$ cat config.mk
export PLATFORM = sky130hd
export DESIGN_NAME = branch_predict_table
export DESIGN_NICKNAME = d
export VERILOG_FILES = /design/src/rtl/branch_predict_table_pkg.sv /design/src/rtl/branch_predict_table_sat_counter2.sv /design/src/rtl/branch_predict_table.sv
export SDC_FILE = /design/constraint.sdc
export NUM_CORES = 1
export LEC_CHECK = 0
export ABC_AREA = 1
export BUFFER_PORTS_ARGS = -buffer_cell sky130_fd_sc_hd__buf_2
export CELL_PAD_IN_SITES_DETAIL_PLACEMENT = 0
export CELL_PAD_IN_SITES_GLOBAL_PLACEMENT = 1
export CORE_ASPECT_RATIO = 0.7
export CORE_MARGIN = 5
export CORE_UTILIZATION = 43
export CTS_CLUSTER_DIAMETER = 120
export DETAILED_ROUTE_END_ITERATION = 16
export MAX_ROUTING_LAYER = met4
export PLACE_DENSITY = 0.83
export REMOVE_ABC_BUFFERS = 1
export SYNTH_ARGS = -nofsm -noshare
export SYNTH_HDL_FRONTEND = slang
export SYNTH_SLANG_ARGS = --single-unit
export TNS_END_PERCENT = 100
$ cat constraint.sdc
create_clock -name clk -period 5.3 [get_ports clk]
set_input_delay 0.53 -clock clk [delete_from_list [all_inputs] [get_ports clk]]
set_output_delay 0.53 -clock clk [all_outputs]
set_load 0.1 [all_outputs]
$ cat src/rtl/branch_predict_table_pkg.sv
// Shared encodings for the branch predictor: 2-bit direction counter states
// and the saturation limit of the statistics counters.
package branch_predict_table_pkg;

  localparam logic [1:0] CTR_SNT   = 2'b00;
  localparam logic [1:0] CTR_WNT   = 2'b01;
  localparam logic [1:0] CTR_WT    = 2'b10;
  localparam logic [1:0] CTR_ST    = 2'b11;
  localparam logic [1:0] CTR_RESET = CTR_WNT;
  localparam logic [1:0] CTR_ALLOC = CTR_WT;

  localparam logic [15:0] STAT_MAX = 16'hFFFF;

endpackage

$ cat src/rtl/branch_predict_table_sat_counter2.sv
// Combinational next state of a 2-bit saturating direction counter,
// moving toward taken or not-taken and clamping at the strong states.
module sat_counter2
  import branch_predict_table_pkg::*;
(
  input  logic [1:0] ctr,
  input  logic       taken,
  output logic [1:0] ctr_next
);

  always_comb begin
    ctr_next = ctr;
    if (taken) begin
      if (ctr != CTR_ST) ctr_next = ctr + 2'd1;
    end else begin
      if (ctr != CTR_SNT) ctr_next = ctr - 2'd1;
    end
  end

endmodule

$ cat src/rtl/branch_predict_table.sv
// Direct-mapped branch target buffer with 2-bit direction counters, decode-stage
// update and mispredict flush. Define BPT_GSHARE_EN to hash the index with global history.
module branch_predict_table
  import branch_predict_table_pkg::*;
#(
  parameter int PC_W    = 16,
  parameter int ENTRIES = 16,
  parameter int GHR_W   = 4,
  localparam int IDX_W  = $clog2(ENTRIES)
) (
  input  logic            clk,
  input  logic            rst,
  input  logic [PC_W-1:0] lookup_pc,
  output logic            pred_taken,
  output logic [PC_W-1:0] pred_target,
  input  logic            upd_valid,
  input  logic [PC_W-1:0] upd_pc,
  input  logic [PC_W-1:0] upd_pc_plus_two,
  input  logic            upd_taken,
  input  logic [PC_W-1:0] upd_target,
  input  logic            upd_pred_taken,
  input  logic [PC_W-1:0] upd_pred_target,
`ifdef BPT_GSHARE_EN
  input  logic [GHR_W-1:0] upd_ghr,
`endif
  output logic            flush,
  output logic [PC_W-1:0] redirect_pc,
  output logic [15:0]     branch_cnt,
  output logic [15:0]     mispred_cnt
);

  localparam int TAG_W = PC_W - 1 - IDX_W;

  logic [ENTRIES-1:0] ent_valid;
  logic [TAG_W-1:0]   ent_tag [ENTRIES];
  logic [PC_W-1:0]    ent_tgt [ENTRIES];
  logic [1:0]         ent_ctr [ENTRIES];

  logic [IDX_W-1:0] lk_idx, up_idx;
  logic [TAG_W-1:0] lk_tag, up_tag;
  logic             lk_hit, up_hit;
  logic [1:0]       ctr_nxt;

  function automatic logic [15:0] stat_sat_inc(input logic [15:0] c);
    return (c == STAT_MAX) ? c : c + 16'd1;
  endfunction

  // Bit 0 of the PCs is always zero for halfword-aligned instructions.
  logic unused_pc_lsb;
  assign unused_pc_lsb = lookup_pc[0] ^ upd_pc[0];

  assign lk_tag = lookup_pc[PC_W-1:IDX_W+1];
  assign up_tag = upd_pc[PC_W-1:IDX_W+1];

`ifdef BPT_GSHARE_EN
  logic [GHR_W-1:0] ghr;

  function automatic logic [IDX_W-1:0] hist_pad(input logic [GHR_W-1:0] h);
    logic [IDX_W-1:0] r;
    r = '0;
    for (int i = 0; i < IDX_W && i < GHR_W; i++) r[i] = h[i];
    return r;
  endfunction

  // Update must hash with the history the lookup saw, carried down the pipe.
  assign lk_idx = lookup_pc[IDX_W:1] ^ hist_pad(ghr);
  assign up_idx = upd_pc[IDX_W:1] ^ hist_pad(upd_ghr);

  always_ff @(posedge clk) begin
    if (!rst)           ghr <= '0;
    else if (upd_valid) ghr <= {ghr[GHR_W-2:0], upd_taken};
  end
`else
  logic [GHR_W-1:0] unused_ghr_w;
  assign unused_ghr_w = '0;
  assign lk_idx = lookup_pc[IDX_W:1];
  assign up_idx = upd_pc[IDX_W:1];
`endif

  // Lookup: tag compare is gated by valid so stale storage never drives pred_*.
  assign lk_hit      = ent_valid[lk_idx] && (ent_tag[lk_idx] == lk_tag);
  assign pred_taken  = lk_hit && ent_ctr[lk_idx][1];
  assign pred_target = pred_taken ? ent_tgt[lk_idx] : lookup_pc + PC_W'(2);

  assign up_hit = ent_valid[up_idx] && (ent_tag[up_idx] == up_tag);

  sat_counter2 u_sat_counter2 (
    .ctr      (ent_ctr[up_idx]),
    .taken    (upd_taken),
    .ctr_next (ctr_nxt)
  );

  assign flush = upd_valid &&
                 ((upd_taken != upd_pred_taken) ||
                  (upd_taken && (upd_target != upd_pred_target)));
  assign redirect_pc = (flush && upd_taken) ? upd_target : upd_pc_plus_two;

  // Control state: valid bits, counters and statistics; reset wins over update.
  always_ff @(posedge clk) begin
    if (!rst) begin
      ent_valid   <= '0;
      for (int i = 0; i < ENTRIES; i++) ent_ctr[i] <= CTR_RESET;
      branch_cnt  <= '0;
      mispred_cnt <= '0;
    end else if (upd_valid) begin
      branch_cnt <= stat_sat_inc(branch_cnt);
      if (flush) mispred_cnt <= stat_sat_inc(mispred_cnt);
      if (up_hit) begin
        ent_ctr[up_idx] <= ctr_nxt;
      end else if (upd_taken) begin
        ent_valid[up_idx] <= 1'b1;
        ent_ctr[up_idx]   <= CTR_ALLOC;
      end
    end
  end

  // Tag/target storage needs no reset; only taken updates write it.
  always_ff @(posedge clk) begin
    if (rst && upd_valid && upd_taken) begin
      ent_tag[up_idx] <= up_tag;
      ent_tgt[up_idx] <= upd_target;
    end
  end

endmodule
# Word-level counts from Yosys, hierarchy flattened
# Memory sizes are Yosys's and may differ from the RTL's.
# Index checks and enable logic that the tools add are counted.
# word_totals
regBits	48
ramBits	464
in_bits	85
output_inout_bits	66
wordCells	68
n_memories	3
# mem_list
name	depth	word_bits	read_ports	rd_clocked_by_memory_dff	write_ports	line_no	text
ent_tgt	16	16	1	0	1	branch_predict_table.sv:36	logic [PC_W-1:0] ent_tgt [ENTRIES];
ent_tag	16	11	2	0	1	branch_predict_table.sv:35	logic [TAG_W-1:0] ent_tag [ENTRIES];
ent_ctr	16	2	2	0	16	branch_predict_table.sv:37	logic [1:0] ent_ctr [ENTRIES];
# classes
add_sub_neg	5
n_lt_le_gt_ge	3
eq_ne	7
muxes	27
bitwise_logic	5
n_reduce_logical	15
# op_table
cell	n
$add 16x1->16 const B	2
$eq 16x16->1 const B	2
$mux 16	2
$eq 11x11->1	2
$add 16x2->16 const B	1
$mux 1	16
$ne 16x16->1	1
$or 16x16->16	1
$lt 4x5->1 const B	2
$mux 2	5
$logic_and 1x1->1	9
$bmux 1 s4	2
$reduce_and 3->1	2
$demux 1 s4	1
$ge 4x1->1 const B	1
$mux 4	1
$not 1->1	3
$add 2x1->2 const B	1
$ne 2x2->1 const B	1
$reduce_and 2->1	1
$reduce_bool 2->1	1
$reduce_or 2->1	1
$sub 2x1->2 const B	1
$logic_or 1x1->1	1
other kinds (2)	2

# Logic depth before layout (Yosys ltp)
# depth
word_depth	10
depth_mapped	21
depth_no_buf	18

# By module
# Synthesis repeated with hierarchy kept, for this count alone.
# unflattened
hier_cells	2573
hier_area_um2	24329.6
# by_module_without_submodules
module	instances	cells_per_inst	area_each_um2	seq_area_each_um2
branch_predict_table	1	2567	24304.6	14894.3
sat_counter2	1	6	25.0	0.0

# Least setup slack after synthesis
# OpenSTA, ideal clock, no wires.
# synth_path
path_type	input -> output
start	input lookup_pc[1]
end	output pred_target[14]
t_arrival_ns	4.197
required_ns	4.770
setup_slack_ns	0.573
cell_stages	18
n_path_buf	4
path_cell_list	buf_4 > inv_2 > buf_4 > buf_2 > o211ai_1 > nand2_1 > nand2_1 > nand2_1 > inv_1 > nand2_1 > nand2_1 > nand2_1 > nor2_1 > nand2_1 > nor2_2 > nand2_1 > clkbuf_1 > o21ai_0
# synth_via
elab_chain_cells	5
elab_cells_between_ends	10
classes_between	add/sub: 1; eq/ne: 1; mux: 3; reduce/logical: 2; memory: 3
# synth_rtl
element	line_no	text
start, declared	branch_predict_table.sv:13	input logic [PC_W-1:0] lookup_pc,
$mem_v2 16x11 or $bmux 1 s4 (tied branches)	-	
$eq 11x11->1 or $mux 1 (tied branches)	branch_predict_table.sv:81	assign lk_hit = ent_valid[lk_idx] && (ent_tag[lk_idx] == lk_tag);
$logic_and 1x1->1	branch_predict_table.sv:81	
$logic_and 1x1->1	branch_predict_table.sv:82	assign pred_taken = lk_hit && ent_ctr[lk_idx][1];
$mux 16 *	branch_predict_table.sv:83	assign pred_target = pred_taken ? ent_tgt[lk_idx] : lookup_pc + PC_W'(2);
end, declared	branch_predict_table.sv:15	output logic [PC_W-1:0] pred_target,
# Mark *: on every way between the ends. The rest lies on a longest branch, timed or not. The select of a mux whose other input is x is not followed.

# Worst setup path after layout
# layout_path
start	input lookup_pc[2]
end	output pred_target[14]
# Same word-level chain as after synthesis.

==> impl_results.md <==
- Chip Width: approximately 290 um
- Postcts setup bufs: 0
- Routed Antenna Nets: 0
- RePlAce Congestion: slightly above 0.9
- Antenna violations before repair: 4
- Final period util: a little under nine tenths
- Global-route wire length before repair: ~110 mm
- Grt total ovfl: 0
- CTS Buffer Depth: 3
- Post-DR wirelength/cell: roughly 22 um
- Post-Place Cells: between 3000 and 4000
- Initial Util: 43.2%
- Final setup violation count: 0
- Final Max Slew Viols: 0
- Seq/Total Area, Yosys: around 63%
- Peak supply drop: 0.233 mV
- Tot GR Track Use: about a quarter
- Latest clock arrival within the worst-skew pair: a little over 0.6 ns
- Post-route setup TNS: 0 ns
- DIE HEIGHT: about 210 um
- Ys Warns: 0
- Root buffer cell: clkbuf_16
- Die area: 60100 sq um
- Worst setup path class: in2out
- Vias in the first global route: 17900
- Initial DRT Pass Iterations: 6
- Via/cell ratio: roughly 5.6
- Cell Rows: 72
- Worst-margin pin slew: 1.11 ns
- Worst Setup Start Kind: input pin
- DR vias: 19000
- Detailed Route WL: 73.8 mm
- Switching Fraction: between 20 and 30%
- Worst-path clk slew: roughly 0.06 ns
- Largest net degree at the start of global routing: 65
- Layout Cells excl Fill: 3377
- Buffers on Ports: between 100 and 150
- Minimum clock period: roughly 4.6 ns
- Power Internal: ~6.5 mW
- CTS Hold Bufs: 0
- Post-synth EDFFs: about 460
- Worst Skew: 0.0323 ns
- Number of DRC violations after detailed routing: 0
- Comb pwr share: 10.7%
- Power Dens Cells: 321 nW/um^2
- DP HPWL: about 46 mm
- Max Freq: between 0.2 and 0.25 GHz
- Synth async-reset ratio: 0%
- Final Hold Viols: 0
- Switching power of the nets: 2.23 mW
- Layout cells sized above 1: about an eighth
- TritonCTS clock tree: done
- Max Cap Violations: 0
- Sequential share of power: 50.8%
- Worst setup EP type: output port
- # IOs: approximately 150
- RSZ-0062 raised after global routing: false
- Nets: roughly 2700
- Required time of the critical path: 4.77 ns
- Critical path fanouts, max: 26
- PostCTS Resize Cnt: 0
- CTS sink cnt: a little over 500
- Yosys cell types: 44
- P&R area growth vs syn: 14.9%
- Initial drt markers: roughly 2200
- Slew HR: between 20% and 30%
- Syn Area/Cell: between 9 and 10 sq um
- Synth Instances: between 2000 and 2500
- Leak: 10.5 nW
- Synth Cell Area: between 20000 and 25000 sq um
- Cts bufs inserted: 49
- Synth Register Bits: between 500 and 600
- Dominant synthesized flop cell: edfxtp_1
- Hold/Removal Path Class: in2reg
- Clock power share: 38.5%
- Status: complete, no violations
- Core Footprint: 55000 sq um
- Arrival time at the worst endpoint: between 4 and 5 ns
- H-tree depth: 2
-- registers in the layout (all words and copies together) (netlist names) --
signal       flops
ent_tag        176
ent_ctr         32
branch_cnt      16
mispred_cnt     16
ent_tgt        256
ent_valid       16
-- synthesized netlist by cell type, types with 39 or more instances --
cell / instances / area (sq um)
nand2_1: 854 / 3210
edfxtp_1: 464 / 13900
inv_1: 158 / 593
nand3_1: 139 / 696
nor2_1: 136 / 510
o21ai_0: 116 / 581
a21oi_1: 112 / 561
a22oi_1: 84 / 631
buf_2: 57 / 285
dfxtp_1: 48 / 961
clkbuf_1: 42 / 158
nor3_1: 39 / 195
-- per-stage QoR --
| step | util [%] | cell area (sq um) | hold slack (ns) | worst slack, ns | total power [mW] |
|---|---|---|---|---|---|
| floorplan | - | 23100 | 0.444 | -2.42 | 5.05 |
| global placement | 46.9 | 25800 | 0.456 | 0.844 | 5.44 |
| detailed placement | 46.9 | 25800 | 0.462 | 0.874 | 5.45 |
| CTS | 49.7 | 27300 | 0.259 | 0.834 | 8.79 |
| global route | 49.7 | 27300 | 0.295 | 0.611 | 9.03 |
| finish | 49.7 | 27300 | 0.284 | 0.724 | 8.75 |
-- layout make-up --
type	instances	area, sq um
multi-input combinational	1643	7730
tap	740	926
timing repair buffer	223	1610
antenna	4	10.0
sequential	512	14900
inverter	168	631
clock buffer	62	1270
fill	5007	27600
clock inverter	25	231
-- critical path: stages --
cell      delay [ns]
buf_2           0.19
buf_4           0.29
nor2_4          0.60
buf_12          0.28
a22oi_1         0.11
nand2_1         0.09
nand2_1         0.04
nand2_1         0.09
inv_1           0.06
nand2_1         0.06
nand2_1         0.04
nand2_1         0.07
nand3b_1        0.08
nor2_1          0.30
nand2_1         0.13
buf_4           0.24
o21ai_0         0.54
buf_12          0.26
-- worst paths after layout --
check | start | endpoint | slack, ns | cells past startpoint
hold / removal | upd_valid | branch_cnt[12]$_SDFFE_PN0P_ | 0.28 | 3
setup reg to reg | ent_tag[4][8]$_DFFE_PP_ | ent_ctr[6][0]$_SDFFCE_PN1P_ | 2.13 | 14
setup / recovery | lookup_pc[2] | pred_target[14] | 0.72 | 18
hold reg to reg | ent_valid[9]$_SDFFE_PN0P_ | ent_valid[9]$_SDFFE_PN0P_ | 0.47 | 2
-- power groups by stage --
stage / Combinational, mW / Sequential, mW / Clock, mW
after CTS: 0.922 / 4.45 / 3.43
after global routing: 0.998 / 4.45 / 3.59
after detailed placement: 0.919 / 4.53 / 0
after global placement: 0.906 / 4.53 / 0
after floorplan: 0.499 / 4.55 / 0
final: 0.935 / 4.45 / 3.37
-- routing by layer --
metal | part of all wire [%] | GRT usage, % | up-vias | wire [um]
met3 | 11 | 4.90 | 131 | 8450
met5 | 0 | - | - | 0
met4 | 2.4 | 7.03 | 0 | 1770
met1 | 42 | 35.0 | 9116 | 31200
met2 | 44 | 35.9 | 1046 | 32400
li1 | - | - | 8697 | -
-- placed cells by master (no fill, tap or decap), types with 16 or more instances in the layout --
master,count
nor3_2,16
buf_4,71
xor2_1,21
inv_1,157
a21oi_1,112
edfxtp_1,464
buf_2,131
buf_12,21
nor2_1,134
nor3_1,23
nand4_1,25
nand3_1,139
dfxtp_1,48
nand2_1,854
a22oi_1,84
a31oi_1,16
clkinv_1,16
o21ai_0,116
a211oi_1,18
clkbuf_16,49
-- cell families after synthesis --
kind of cell	Yosys count	synth area share [%]
compound gates	389	9.80
xor+xnor	31	1.14
fa+ha+maj	3	0.158
buf+inv	292	5.24
flops	512	62.7
mux	7	0.332
simple gates	1213	20.6
Power figures use the tool's default switching activity.
